**config.mk**
```make
export PLATFORM = sky130hd
export DESIGN_NAME = trig_fire_sched_flat
export DESIGN_NICKNAME = d
export VERILOG_FILES = /design/src/rtl/trig_sched_pkg.sv /design/src/rtl/trig_fire_sched_if.sv /design/src/rtl/trig_roll_timer.sv /design/src/rtl/trig_fire_sched.sv /design/src/flat_wrapper.sv
export SDC_FILE = /design/constraint.sdc
export NUM_CORES = 1
export LEC_CHECK = 0
export BUFFER_PORTS_ARGS = -buffer_cell sky130_fd_sc_hd__buf_2
export CAP_MARGIN = 25
export CORE_MARGIN = 1.5
export CORE_UTILIZATION = 55
export CTS_BUF_LIST = sky130_fd_sc_hd__clkbuf_4
export CTS_CLUSTER_DIAMETER = 100
export DETAILED_ROUTE_END_ITERATION = 16
export PLACE_DENSITY = 0.9
export REMOVE_ABC_BUFFERS = 1
export SLEW_MARGIN = 20
export SYNTH_ARGS = -nofsm -noshare
export SYNTH_HDL_FRONTEND = slang
export SYNTH_HIERARCHICAL = 1
export SYNTH_SLANG_ARGS = --single-unit
```
**constraint.sdc**
```tcl
create_clock -name clk_adc -period 3.5 [get_ports clk_adc]
set_input_delay 0.875 -clock clk_adc [delete_from_list [all_inputs] [get_ports clk_adc]]
set_output_delay 0.875 -clock clk_adc [all_outputs]
set_load 0.01 [all_outputs]
```
**src/rtl/trig_sched_pkg.sv**
```systemverilog
// Shared types and helpers for the trigger fire scheduler.
package trig_sched_pkg;

    typedef enum logic [1:0] {
        IDLE = 2'd0,
        FIRE = 2'd1,
        DEAD = 2'd2
    } state_t;

    localparam logic [2:0] SRC_ROLL = 3'd7;

    // Increment that sticks at max instead of wrapping.
    function automatic logic [63:0] sat_inc(input logic [63:0] v, input logic [63:0] max);
        return (v == max) ? v : v + 64'd1;
    endfunction

endpackage

```
**src/rtl/trig_fire_sched_if.sv**
```systemverilog
// Port bundle between the trigger logic (master) and trig_fire_sched (slave).
// No valid/ready handshake: req is a level, and each rising edge of a bit is one request transaction.
interface trig_fire_sched_if #(
    parameter int NREQ  = 4,
    parameter int CNT_W = 32
);
    import trig_sched_pkg::*;

    logic [NREQ-1:0]  req;
    logic [NREQ-1:0]  req_en;
    logic [31:0]      randnum;
    logic [31:0]      prescale;
    logic             dorolling;
    logic             ext_trig_out;
    logic [2:0]       fire_src;
    logic             busy;
    logic [CNT_W-1:0] cnt_fired;
    logic [CNT_W-1:0] cnt_vetoed;
    logic [CNT_W-1:0] cnt_prescaled;
    state_t           dbg_state;

    modport master (
        output req, req_en, randnum, prescale, dorolling,
        input  ext_trig_out, fire_src, busy, cnt_fired, cnt_vetoed, cnt_prescaled, dbg_state
    );

    modport slave (
        input  req, req_en, randnum, prescale, dorolling,
        output ext_trig_out, fire_src, busy, cnt_fired, cnt_vetoed, cnt_prescaled, dbg_state
    );

endinterface

```
**src/rtl/trig_roll_timer.sv**
```systemverilog
// Rolling-trigger timer: counts idle cycles, tick is the top bit of the counter.
module trig_roll_timer #(
    parameter int ROLL_BIT = 25
) (
    input  logic clk_adc,
    input  logic reset,
    input  logic clear,
    input  logic hold,
    output logic tick
);

    logic [ROLL_BIT:0] roll_cnt;

    always_ff @(posedge clk_adc) begin
        if (reset || clear) begin
            roll_cnt <= '0;
        end else if (!hold) begin
            roll_cnt <= roll_cnt + (ROLL_BIT + 1)'(1);
        end
    end

    assign tick = roll_cnt[ROLL_BIT];

endmodule

```
**src/rtl/trig_fire_sched.sv**
```systemverilog
// Trigger fire scheduler: arbitrates request edges and the rolling timer onto ext_trig_out.
// Statistics counters exist only when TRIG_SCHED_STATS_EN is defined; otherwise cnt_* read 0.
module trig_fire_sched
    import trig_sched_pkg::*;
#(
    parameter int NREQ        = 4,
    parameter int PULSE_TICKS = 4,
    parameter int DEAD_TICKS  = 20,
    parameter int ROLL_BIT    = 25,
    parameter int CNT_W       = 32
) (
    input logic              clk_adc,
    input logic              reset,
    trig_fire_sched_if.slave bus
);

    localparam int TW = 16;

    logic [NREQ-1:0] req_q, req_qq, edge_q;
    logic [31:0]     prescale_q;
    logic            pass_q;
    state_t          state;
    logic [TW-1:0]   tick_cnt;
    logic            ext_trig_r, busy_r;
    logic [2:0]      fire_src_r, win_idx;
    logic            edge_any, idle, roll_tick, fire_hw, fire_roll, pre_rej;

    // The request sync stage keeps sampling through reset, so a level that is
    // already high when reset releases is not mistaken for a new request.
    always_ff @(posedge clk_adc) begin
        req_q  <= bus.req;
        req_qq <= req_q;
    end

    always_ff @(posedge clk_adc) begin
        if (reset) begin
            edge_q     <= '0;
            prescale_q <= '0;
            pass_q     <= 1'b0;
        end else begin
            edge_q     <= req_q & ~req_qq & bus.req_en;
            prescale_q <= bus.prescale;
            pass_q     <= (bus.randnum <= prescale_q);
        end
    end

    // Lowest set index wins; scanning downward leaves it as the last assignment.
    always_comb begin
        win_idx = 3'd0;
        for (int i = NREQ - 1; i >= 0; i--) begin
            if (edge_q[i]) win_idx = 3'(i);
        end
    end

    assign edge_any  = |edge_q;
    assign idle      = (state == IDLE);
    assign fire_hw   = idle & edge_any & pass_q;
    assign pre_rej   = idle & edge_any & ~pass_q;
    assign fire_roll = idle & ~edge_any & roll_tick & bus.dorolling;

    trig_roll_timer #(.ROLL_BIT(ROLL_BIT)) u_roll (
        .clk_adc (clk_adc),
        .reset   (reset),
        .clear   (idle & (edge_any | roll_tick)),
        .hold    (~idle),
        .tick    (roll_tick)
    );

    always_ff @(posedge clk_adc) begin
        if (reset) begin
            state      <= IDLE;
            tick_cnt   <= '0;
            ext_trig_r <= 1'b0;
            busy_r     <= 1'b0;
            fire_src_r <= 3'd0;
        end else begin
            ext_trig_r <= (state == FIRE);
            tick_cnt   <= tick_cnt + TW'(1);
            case (state)
                IDLE: begin
                    tick_cnt <= '0;
                    if (fire_hw || fire_roll) begin
                        state      <= FIRE;
                        busy_r     <= 1'b1;
                        fire_src_r <= fire_hw ? win_idx : SRC_ROLL;
                    end else if (pre_rej && DEAD_TICKS != 0) begin
                        state  <= DEAD;
                        busy_r <= 1'b1;
                    end
                end
                FIRE: begin
                    if (tick_cnt == TW'(PULSE_TICKS - 1)) begin
                        tick_cnt <= '0;
                        if (DEAD_TICKS == 0) begin
                            state  <= IDLE;
                            busy_r <= 1'b0;
                        end else begin
                            state <= DEAD;
                        end
                    end
                end
                DEAD: begin
                    if (tick_cnt == TW'(DEAD_TICKS - 1)) begin
                        tick_cnt <= '0;
                        state    <= IDLE;
                        busy_r   <= 1'b0;
                    end
                end
                default: begin
                    state  <= IDLE;
                    busy_r <= 1'b0;
                end
            endcase
        end
    end

    assign bus.ext_trig_out = ext_trig_r;
    assign bus.fire_src     = fire_src_r;
    assign bus.busy         = busy_r;
    assign bus.dbg_state    = state;

`ifdef TRIG_SCHED_STATS_EN
    localparam logic [63:0] CNT_MAX = (CNT_W >= 64) ? {64{1'b1}} : ((64'd1 << CNT_W) - 64'd1);

    logic [CNT_W-1:0] cnt_fired_r, cnt_vetoed_r, cnt_prescaled_r;

    always_ff @(posedge clk_adc) begin
        if (reset) begin
            cnt_fired_r     <= '0;
            cnt_vetoed_r    <= '0;
            cnt_prescaled_r <= '0;
        end else begin
            if (fire_hw || fire_roll)
                cnt_fired_r <= CNT_W'(sat_inc(64'(cnt_fired_r), CNT_MAX));
            if (pre_rej)
                cnt_prescaled_r <= CNT_W'(sat_inc(64'(cnt_prescaled_r), CNT_MAX));
            // One veto per busy cycle with any edge, however many bits are set.
            if (!idle && edge_any)
                cnt_vetoed_r <= CNT_W'(sat_inc(64'(cnt_vetoed_r), CNT_MAX));
        end
    end

    assign bus.cnt_fired     = cnt_fired_r;
    assign bus.cnt_vetoed    = cnt_vetoed_r;
    assign bus.cnt_prescaled = cnt_prescaled_r;
`else
    assign bus.cnt_fired     = {CNT_W{1'b0}};
    assign bus.cnt_vetoed    = {CNT_W{1'b0}};
    assign bus.cnt_prescaled = {CNT_W{1'b0}};
`endif

endmodule

```
**src/flat_wrapper.sv**
```systemverilog
// flat-port wrapper written by rule: the top's interface ports become plain ports
module trig_fire_sched_flat import trig_sched_pkg::*;
#(
    parameter int NREQ        = 4,
    parameter int PULSE_TICKS = 4,
    parameter int DEAD_TICKS  = 20,
    parameter int ROLL_BIT    = 25,
    parameter int CNT_W       = 32
)
  (clk_adc, reset, bus_req, bus_req_en, bus_randnum, bus_prescale, bus_dorolling, bus_ext_trig_out, bus_fire_src, bus_busy, bus_cnt_fired, bus_cnt_vetoed, bus_cnt_prescaled, bus_dbg_state);
  trig_fire_sched_if #(.NREQ(NREQ), .CNT_W(CNT_W)) bus_i ();
  input logic clk_adc;
  input logic reset;
  input wire logic [$bits(bus_i.req)-1:0] bus_req;
  input wire logic [$bits(bus_i.req_en)-1:0] bus_req_en;
  input wire logic [$bits(bus_i.randnum)-1:0] bus_randnum;
  input wire logic [$bits(bus_i.prescale)-1:0] bus_prescale;
  input wire logic [$bits(bus_i.dorolling)-1:0] bus_dorolling;
  output wire logic [$bits(bus_i.ext_trig_out)-1:0] bus_ext_trig_out;
  output wire logic [$bits(bus_i.fire_src)-1:0] bus_fire_src;
  output wire logic [$bits(bus_i.busy)-1:0] bus_busy;
  output wire logic [$bits(bus_i.cnt_fired)-1:0] bus_cnt_fired;
  output wire logic [$bits(bus_i.cnt_vetoed)-1:0] bus_cnt_vetoed;
  output wire logic [$bits(bus_i.cnt_prescaled)-1:0] bus_cnt_prescaled;
  output wire logic [$bits(bus_i.dbg_state)-1:0] bus_dbg_state;
  assign bus_i.req = bus_req;
  assign bus_i.req_en = bus_req_en;
  assign bus_i.randnum = bus_randnum;
  assign bus_i.prescale = bus_prescale;
  assign bus_i.dorolling = bus_dorolling;
  assign bus_ext_trig_out = bus_i.ext_trig_out;
  assign bus_fire_src = bus_i.fire_src;
  assign bus_busy = bus_i.busy;
  assign bus_cnt_fired = bus_i.cnt_fired;
  assign bus_cnt_vetoed = bus_i.cnt_vetoed;
  assign bus_cnt_prescaled = bus_i.cnt_prescaled;
  assign bus_dbg_state = bus_i.dbg_state;
  trig_fire_sched #(.NREQ(NREQ), .PULSE_TICKS(PULSE_TICKS), .DEAD_TICKS(DEAD_TICKS), .ROLL_BIT(ROLL_BIT), .CNT_W(CNT_W)) u_core (.clk_adc(clk_adc), .reset(reset), .bus(bus_i));
endmodule
```
# Yosys cells after proc, flatten, opt, wreduce, memory -nomap -nowiden
# Index checks and enable logic that the tools add are counted.
# word_totals
mem_count,0
ff_bits,94
rom_bits,0
latch_bits,0
ramBits,0
elab_cells,59
# classes
n_reduce_logical,7
div_mod_pow,0
n_mul,0
addsub,2
magnitude_cmp,1
mux,17
bitwise,14
eq_ne,7
shift,0
# ops
op,count
$pmux W16 S3,1
$le A32 B32 Y1,1
$mux W16,2
$add A26 B1 Y26 const B,1
$add A16 B1 Y16 const B,1
$eq A16 B2 Y1 const B,1
$eq A16 B5 Y1 const B,1
$mux W2,8
$and A4 B4 Y4,2
$and A1 B1 Y1,7
$pmux W2 S3,1
$reduce_and A3 Y1,2
$not A4 Y4,1
$reduce_or A4 Y1,1
$mux W1,3
$mux W3,1
$ne A3 B3 Y1 const B,1
$not A1 Y1,3
$pmux W1 S3,1
$eq A2 B1 Y1 const B,1
$eq A2 B2 Y1 const B,1
$logic_not A2 Y1,1
$logic_or A1 B1 Y1,2
$ne A2 B1 Y1 const B,1
other kinds (3),3

# Longest topological paths before layout
# Gate-level depths: netlist of run 1.
# depth
ltp_word,8
depth_mapped,8
mapped_depth_nobuf,7

# Hierarchy
# Netlist of run 1, hierarchy kept.
# modules_own_cells
mod,area_each_um2,cells_each,instances
trig_fire_sched,3698.5,415,1
trig_roll_timer,1198.6,135,1

# Worst setup path after synthesis of run 1
# OpenSTA, ideal clock, no wires.
# synth_timing
kind,input -> register
start,input port bus_randnum[14]
end,register u_core.pass_q
slack_ns,1.341
t_arrival_ns,2.085
path_stages,6
t_required_ns,3.426
path_cell_list,ha_1 > a21oi_1 > nand2_1 > a221o_1 > o31a_1 > o21ai_0
# synth_between
elab_chain_cells,1
# synth_rtl
item,line,source
start: declaration,flat_wrapper.sv:16,input wire logic [$bits(bus_i.randnum)-1:0] bus_randnum;
$le A32 B32 Y1,trig_fire_sched.sv:43,pass_q <= (bus.randnum <= prescale_q);
end signal: assignment,trig_fire_sched.sv:43,
end: declaration,trig_fire_sched.sv:21,logic pass_q;
# Every way passes these cells.
# A chain may end at the register's enable or synchronous reset.

# Worst setup path after layout of run 1
# layout_timing
start,register u_core.state[0] (netlist: u_core/bus.dbg_state[0])
end,register u_core.u_roll.roll_cnt[20]
# layout_between
elab_chain_cells,3
# layout_rtl
item,line,source
start: declaration,trig_fire_sched.sv:22,state_t state;
start signal: assignment,trig_fire_sched.sv:71,state <= IDLE;
start signal: assignment,trig_fire_sched.sv:83,state <= FIRE;
start signal: assignment,trig_fire_sched.sv:87,state <= DEAD;
$logic_not A2 Y1 (*),trig_fire_sched.sv:56,assign idle = (state == IDLE);
$and A1 B1 Y1,trig_fire_sched.sv:64,".clear (idle & (edge_any | roll_tick)),"
$logic_or A1 B1 Y1,trig_roll_timer.sv:15,if (reset || clear) begin
end signal: assignment,trig_roll_timer.sv:18,roll_cnt <= roll_cnt + (ROLL_BIT + 1)'(1);
end: declaration,trig_roll_timer.sv:12,logic [ROLL_BIT:0] roll_cnt;
# Mark *: on every way between the ends. The rest lies on a longest branch, timed or not.

==> results of run 1 <==
## report_power, final
part	internal (mW)	switching, mW
Clock	0.240	0.375
Combinational	0.100	0.152
Sequential	1.11	0.0197
Total	1.45	0.547
## Yosys cell counts (2+ instances only)
cell type	count
nor4bb_1	4
or3_1	7
clkbuf_1	9
nand2_1	21
buf_4	96
a21o_1	2
o21ai_1	3
nand3_1	17
and4_1	7
a21oi_1	26
dfxtp_1	94
o221a_2	2
nor4_1	3
nand4_1	13
xnor2_1	14
or4_1	8
xor2_1	10
inv_1	44
o31ai_1	7
ha_1	34
a21boi_0	2
nand4_2	2
and3_1	2
nor2_1	44
nor2b_1	35
o21ai_0	9
a221o_1	3
buf_2	2
a31oi_1	2
nor3_1	5
## how the worst min path moves through the flow
stage               slack [ps]            start          endpoint  cells past startpoint
floorplan                  320  u_core/req_q[0]  u_core/req_qq[0]                      0
global placement           330  u_core/req_q[3]  u_core/req_qq[3]                      0
detailed placement         330  u_core/req_q[0]  u_core/req_qq[0]                      0
CTS                        360  u_core/req_q[0]  u_core/req_qq[0]                      0
global route               360  u_core/req_q[2]  u_core/req_qq[2]                      0
finish                     360  u_core/req_q[0]  u_core/req_qq[0]                      0
## metal layers
metal / GRT usage, % / vias to the layer above / wire [um]
li1: - / 1826 / -
met1: 20.7 / 1697 / 3590
met2: 33.9 / 124 / 4690
met3: 3.67 / 20 / 404
met4: 10.0 / 0 / 223
met5: 0 / - / 0
## through the flow
| step | hold slack [ps] | worst slack (ps) | cells |
|---|---|---|---|
| after floorplan | 323 | 1320 | 537 |
| after global placement | 327 | 925 | 726 |
| after detailed placement | 329 | 830 | 726 |
| after CTS | 357 | 1030 | 742 |
| after global routing | 364 | 833 | 742 |
| final | 357 | 1030 | 742 |
## final cells by class
class / count / area share (%)
multi-input combinational: 399 / 47.0
sequential: 94 / 36.4
timing repair buffer: 81 / 7.84
inverter: 44 / 3.19
tap: 108 / 2.61
clock inverter: 6 / 1.48
clock buffer: 10 / 1.45
## placed cells by master, fill, tap and decap left out, types with 4 or more instances in the layout
cell / n
xor2_1: 10
nand3_1: 17
dfxtp_1: 94
ha_1: 34
buf_2: 81
a21oi_1: 26
xnor2_1: 14
o31ai_1: 7
nor2_1: 44
conb_1: 96
clkbuf_4: 10
nand4_1: 13
or3_1: 7
or4_1: 8
nand2_1: 21
o21ai_0: 9
and4_1: 7
nor4bb_1: 4
inv_1: 44
nor2b_1: 35
nor3_1: 5
## flip-flops by register name, summed over array words and instances, names as in the netlist
name	flops
u_core/req_qq	4
u_core/prescale_q	32
u_core/u_roll/roll_cnt	26
u_core/bus.fire_src	3
u_core/bus.dbg_state	2
u_core/pass_q	1
u_core/bus.busy	1
u_core/tick_cnt	16
u_core/bus.ext_trig_out	1
u_core/edge_q	4
u_core/req_q	4
## cell families (layout without fill, tap and decap cells)
kind of cell	Yosys count	after routing
AO/OA/AOI/OAI	66	66
XOR/XNOR	24	24
adder cells (fa/ha/maj)	34	34
buffers and inverters	152	141
flip-flops	94	94
multiplexers	1	1
other	1	96
AND/OR/NAND/NOR	178	178
==> flow_summary.yaml, run 1 <==
outcome:
  outcome: "finished clean"
yosys:
  synthCells: 550
  ys_top_cells_by_area: "dfxtp_1 (38%), buf_4 (15%), ha_1 (8.7%)"
  synth_compound_area_share_pct: 8.64
  synth_top_family_by_area: "simple AND/OR/NAND/NOR gates"
  synth-edff-count: 0
  ys_seq_elements: 94
  synth_mux_area_share_pct: 0.204
  netlist.area_leader.share_pct: 38.4
  synth_fa_ha_area_share_pct: 8.69
  synth-xor-area-share_pct: 4.29
  synthSimpleGateAreaFrac_pct: 20.5
  synth_flop_cell: "dfxtp_1"
  yosys.area.top_type: "dfxtp_1"
  synth_cell_types: 53
  syn_area_um2: 4900
  seq_area_frac_synth_pct: 38.4
  avgSynthCellArea_um2: 8.90
  ys_warn_count: 6
  async_flop_share_pct: 0
global_routing:
  grt.total_usage_pct: 18.8
  grt_pass1_vias: 3407
  antenna_found_initial: 0
  gr-total-overflow: 0
  grt_pass1_wl_um: 14500
  grt_max_degree: 46
cts:
  htreeDepth: 3
  clockRootBuffer: "clkbuf_4"
  cts_sinks: 94
  clkTransAtPathRegs_ps: 160
  post_cts_resized: 0
  cts_tree: "done"
  clock_latency_ps: 440
  holdBufCountCts: 0
  clockBufferDepth: 2
  cts_buffers: 9
  post_cts_buffers: 0
placed_design:
  gp_congestion: 0.855
  portBuffers: 81
  place_area_um2: 5020
  place_hpwl_um: 6970
final_layout:
  fill_cells: 733
  multi_input_area_um2: 2430
  final_cell_area_um2: 5170
  drive_gt1_share_pct: 17.0
  seqCellArea_um2: 1880
  final_core_util_pct: 59.6
  n_antenna_cell: 0
  final_nets: 738
  synthToLayoutAreaGrowth_pct: 5.57
detailed_routing:
  drt-initial-drc-count: 169
  drt-pass1-iter-count: 4
  wl_um: 8910
  wl_per_cell_um: 12.0
  drtAntennaViolNets: 0
  viasPerCell: 4.94
  vias: 3667
  drcViolationCount: 0
sta:
  fmaxAchievable_ghz: 0.405
  post-route-min-period_ps: 2470
  setup_tns_ps: 0
  rsz0062_at_grt: "no"
  relSlewSlack_pct: 48.8
  setup_viol: 0
  drv_slew: 0
  finalHoldViolCount: 0
  tightest_slew_ps: 768
  period_share_pct: 70.5
  fin_skew_ps: 20.3
setup_path:
  crit_path_max_fanout: 13
  rr_endpoint: "u_core/u_roll/roll_cnt[20]"
  critical_path_class: "register to register"
  rr_worst_depth: 6
  path_delay_family: "simple AND/OR/NAND/NOR gates"
  cp-start-kind: "register"
  critPathBufInv: 1
  slowest_stage: "or4_1"
  worstSetupEndpoint: "u_core/u_roll/roll_cnt[20]"
  cp_slowest_stage_delay_ps: 650
  required_ps: 3860
  cp.depth: 6
  reg2reg_from: "u_core/bus.dbg_state[0]"
  endpoint_kind: "register"
  reg2reg_slack_ps: 1030
  startpoint: "u_core/bus.dbg_state[0]"
  cp.arrival_ps: 2830
  path_cells: "nor2_1 > inv_1 > and3b_1 > nand4_1 > or4_1 > a21oi_1"
power_and_ir_drop:
  p_total_mw: 2.00
  ir_drop_mv: 0.237
  p_leak_nw: 2.30
  power_density_nw_per_um2: 386
floorplan:
  start_util_pct: 56.4
  die_h_um: 97.4
  coreArea_um2: 8680
  rows: 34
  dieArea_um2: 9480
  die_w_um: 97.4
  io_pins: 178
min_path:
  hp-class: "register to register"
job:
  drv_cap: 0
No activity file was read; power rests on OpenSTA's default activity.
==> run 2, diff against run 1 <==
--- a/config.mk
+++ b/config.mk
@@ -5,14 +5,15 @@
 export SDC_FILE = /design/constraint.sdc
 export NUM_CORES = 1
 export LEC_CHECK = 0
+export ABC_AREA = 1
 export BUFFER_PORTS_ARGS = -buffer_cell sky130_fd_sc_hd__buf_2
 export CAP_MARGIN = 25
 export CORE_MARGIN = 1.5
-export CORE_UTILIZATION = 55
+export CORE_UTILIZATION = 53
 export CTS_BUF_LIST = sky130_fd_sc_hd__clkbuf_4
 export CTS_CLUSTER_DIAMETER = 100
 export DETAILED_ROUTE_END_ITERATION = 16
-export PLACE_DENSITY = 0.9
+export PLACE_DENSITY = 0.86
 export REMOVE_ABC_BUFFERS = 1
 export SLEW_MARGIN = 20
 export SYNTH_ARGS = -nofsm -noshare
==> constraint.sdc (replaced) <==
create_clock -name clk_adc -period 2.45 [get_ports clk_adc]
set_input_delay 0.6125 -clock clk_adc [delete_from_list [all_inputs] [get_ports clk_adc]]
set_output_delay 0.6125 -clock clk_adc [all_outputs]
set_load 0.01 [all_outputs]
==> run 2 against run 1 <==
Against the previous run: synthesized cell count up 33%; total power up 52%; die area up 13%; first-iteration DRC count down 28%; sequential power up 44%; non-clock buffer count up 2; utilization down 1.3 points; final area up 10%; largest power group unchanged; highest routed layer unchanged.
==> flow_summary.yaml, run 2 <==
outcome:
  outcome: "finished clean"
yosys:
  synthCells: 734
  ys_top_cells_by_area: "dfxtp_1 (35%), buf_4 (14%), inv_1 (8.0%)"
  async_flop_share_pct: 0
  synth-edff-count: 0
  netlist.area_leader.share_pct: 35.1
  ys_warn_count: 6
  seq_area_frac_synth_pct: 35.1
  synth_flop_cell: "dfxtp_1"
  avgSynthCellArea_um2: 7.30
  synth_cell_types: 36
  ys_top_cells_by_count: "inv_1 (114), nand2_1 (114), nor2_1 (109)"
  syn_area_um2: 5360
  yosys.area.top_type: "dfxtp_1"
  ys_seq_elements: 94
final_layout:
  drive_gt1_share_pct: 16.9
  final_core_util_pct: 58.3
  n_antenna_cell: 0
  final_nets: 928
  synthToLayoutAreaGrowth_pct: 6.23
  largest_reg_flops: 32
  largestRegisters: "u_core/prescale_q x32, u_core/u_roll/roll_cnt x26, u_core/tick_cnt x16"
  final_cell_mix: "nand2_1 (114), inv_1 (114), nor2_1 (109)"
  fill_cells: 916
  final_cell_area_um2: 5690
  top_register: "u_core/prescale_q"
global_routing:
  gr-total-overflow: 0
  antenna_found_initial: 0
  grt_max_degree: 24
  grt_pass1_wl_um: 15900
  grt.total_usage_pct: 17.9
  grt_pass1_vias: 3875
cts:
  htreeDepth: 3
  cts_tree: "done"
  clockRootBuffer: "clkbuf_4"
  cts_buffers: 9
  clockBufferDepth: 2
  post_cts_buffers: 0
  clock_latency_ps: 440
  holdBufCountCts: 0
  post_cts_resized: 0
  clkTransAtPathRegs_ps: 140
  cts_sinks: 94
power_and_ir_drop:
  p_int_mw: 2.19
  p_sw_share_pct: 27.9
  ir_drop_mv: 0.362
  p_leak_nw: 2.83
  power_density_nw_per_um2: 534
  switching_power_uw: 850
  power_frac_clock_pct: 30.1
  p_total_mw: 3.04
  p_comb_share_pct: 16.4
  seqPwrFrac_pct: 53.6
detailed_routing:
  vias: 4199
  drt-initial-drc-count: 122
  wl_um: 9280
  drt-pass1-iter-count: 4
  drtAntennaViolNets: 0
  drcViolationCount: 0
  viasPerCell: 4.39
  wl_per_cell_um: 9.70
placed_design:
  gp_congestion: 0.827
  portBuffers: 81
  place_area_um2: 5530
  place_hpwl_um: 7410
sta:
  finalHoldViolCount: 0
  fin_skew_ps: 17.6
  setup_tns_ps: 0
  fin_hold_ws_ps: 269
  period_share_pct: 69.3
  drv_slew: 0
  post-route-min-period_ps: 1700
  fmaxAchievable_ghz: 0.589
  setup_viol: 0
  rsz0062_at_grt: "no"
setup_path:
  path_cells: "buf_2"
  slowest_stage: "dfxtp_1"
  endpoint_kind: "output pin"
  required_ps: 1840
  cp_slowest_stage_delay_ps: 470
  reg2reg_slack_ps: 780
  critical_path_class: "register to output pin"
  cp.arrival_ps: 1090
  startpoint: "u_core/bus.dbg_state[0]"
  cp-start-kind: "register"
  reg2reg_from: "u_core/bus.dbg_state[1]"
  path_delay_family: "flip-flops"
  critPathBufInv: 1
  crit_path_max_fanout: 5
min_path:
  hp-start: "bus_req[1]"
  hp-class: "input pin to register"
floorplan:
  dieArea_um2: 10700
  io_pins: 178
  rows: 36
  die_w_um: 104
  coreArea_um2: 9770
  start_util_pct: 54.8
  die_h_um: 104
job:
  drv_cap: 0
[run 2: cell types whose count changed after synthesis, moves of 9 or more]
cell	previous run	this run
nand2_1	21	114
nor2b_1	35	0
nand2_2	0	9
nor2_1	44	109
inv_1	44	114
xnor2_1	14	1
inv_2	0	11
[run 2: power groups by stage]
stage          combinational [mW]  sequential [mW]  clock, mW
2_1_floorplan               0.337             1.66          0
3_3_place_gp                0.481             1.66          0
3_5_place_dp                0.495             1.66          0
4_1_cts                     0.497             1.63      0.948
5_1_grt                     0.577             1.64       1.01
6_report                    0.498             1.63      0.915
[run 2: kinds of logic after synthesis]
| kind of cell | Yosys count | share of synthesized area [%] |
|---|---|---|
| AO/OA/AOI/OAI | 54 | 5.44 |
| XOR/XNOR | 14 | 2.29 |
| adder cells (fa/ha/maj) | 34 | 7.94 |
| buffers and inverters | 230 | 23.2 |
| flip-flops | 94 | 35.1 |
| other | 1 | 0.0700 |
| AND/OR/NAND/NOR | 307 | 26.0 |
[run 2: cell type report]
class	count	area [um2]	share of cell area, %
Multi-Input combinational cell	505	2590	45.5
Sequential cell	94	1880	33.0
Inverter	126	473	8.31
Timing Repair Buffer	83	420	7.38
Tap cell	133	166	2.92
Clock inverter	5	85.1	1.49
Clock buffer	10	75.1	1.32
[run 2: layer usage]
layer	track usage, %	part of all wire, %
met5	0	0
met3	3.65	5.3
met4	7.24	2.4
met1	20.9	43
met2	32.0	49
[run 2: final timing paths]
kind / endpoint / depth (start not counted)
setup / recovery: bus_dbg_state[0] / 1
hold / removal: u_core/req_q[1] / 1
setup reg to reg: u_core/u_roll/roll_cnt[22] / 10
hold reg to reg: u_core/req_qq[0] / 0
[run 2: stage by stage]
step                      instances  worst slack, ps
after global routing            956              595
after global placement          941              574
after CTS                       956              732
after floorplan                 725              675
after detailed placement        941              498
final                           956              752
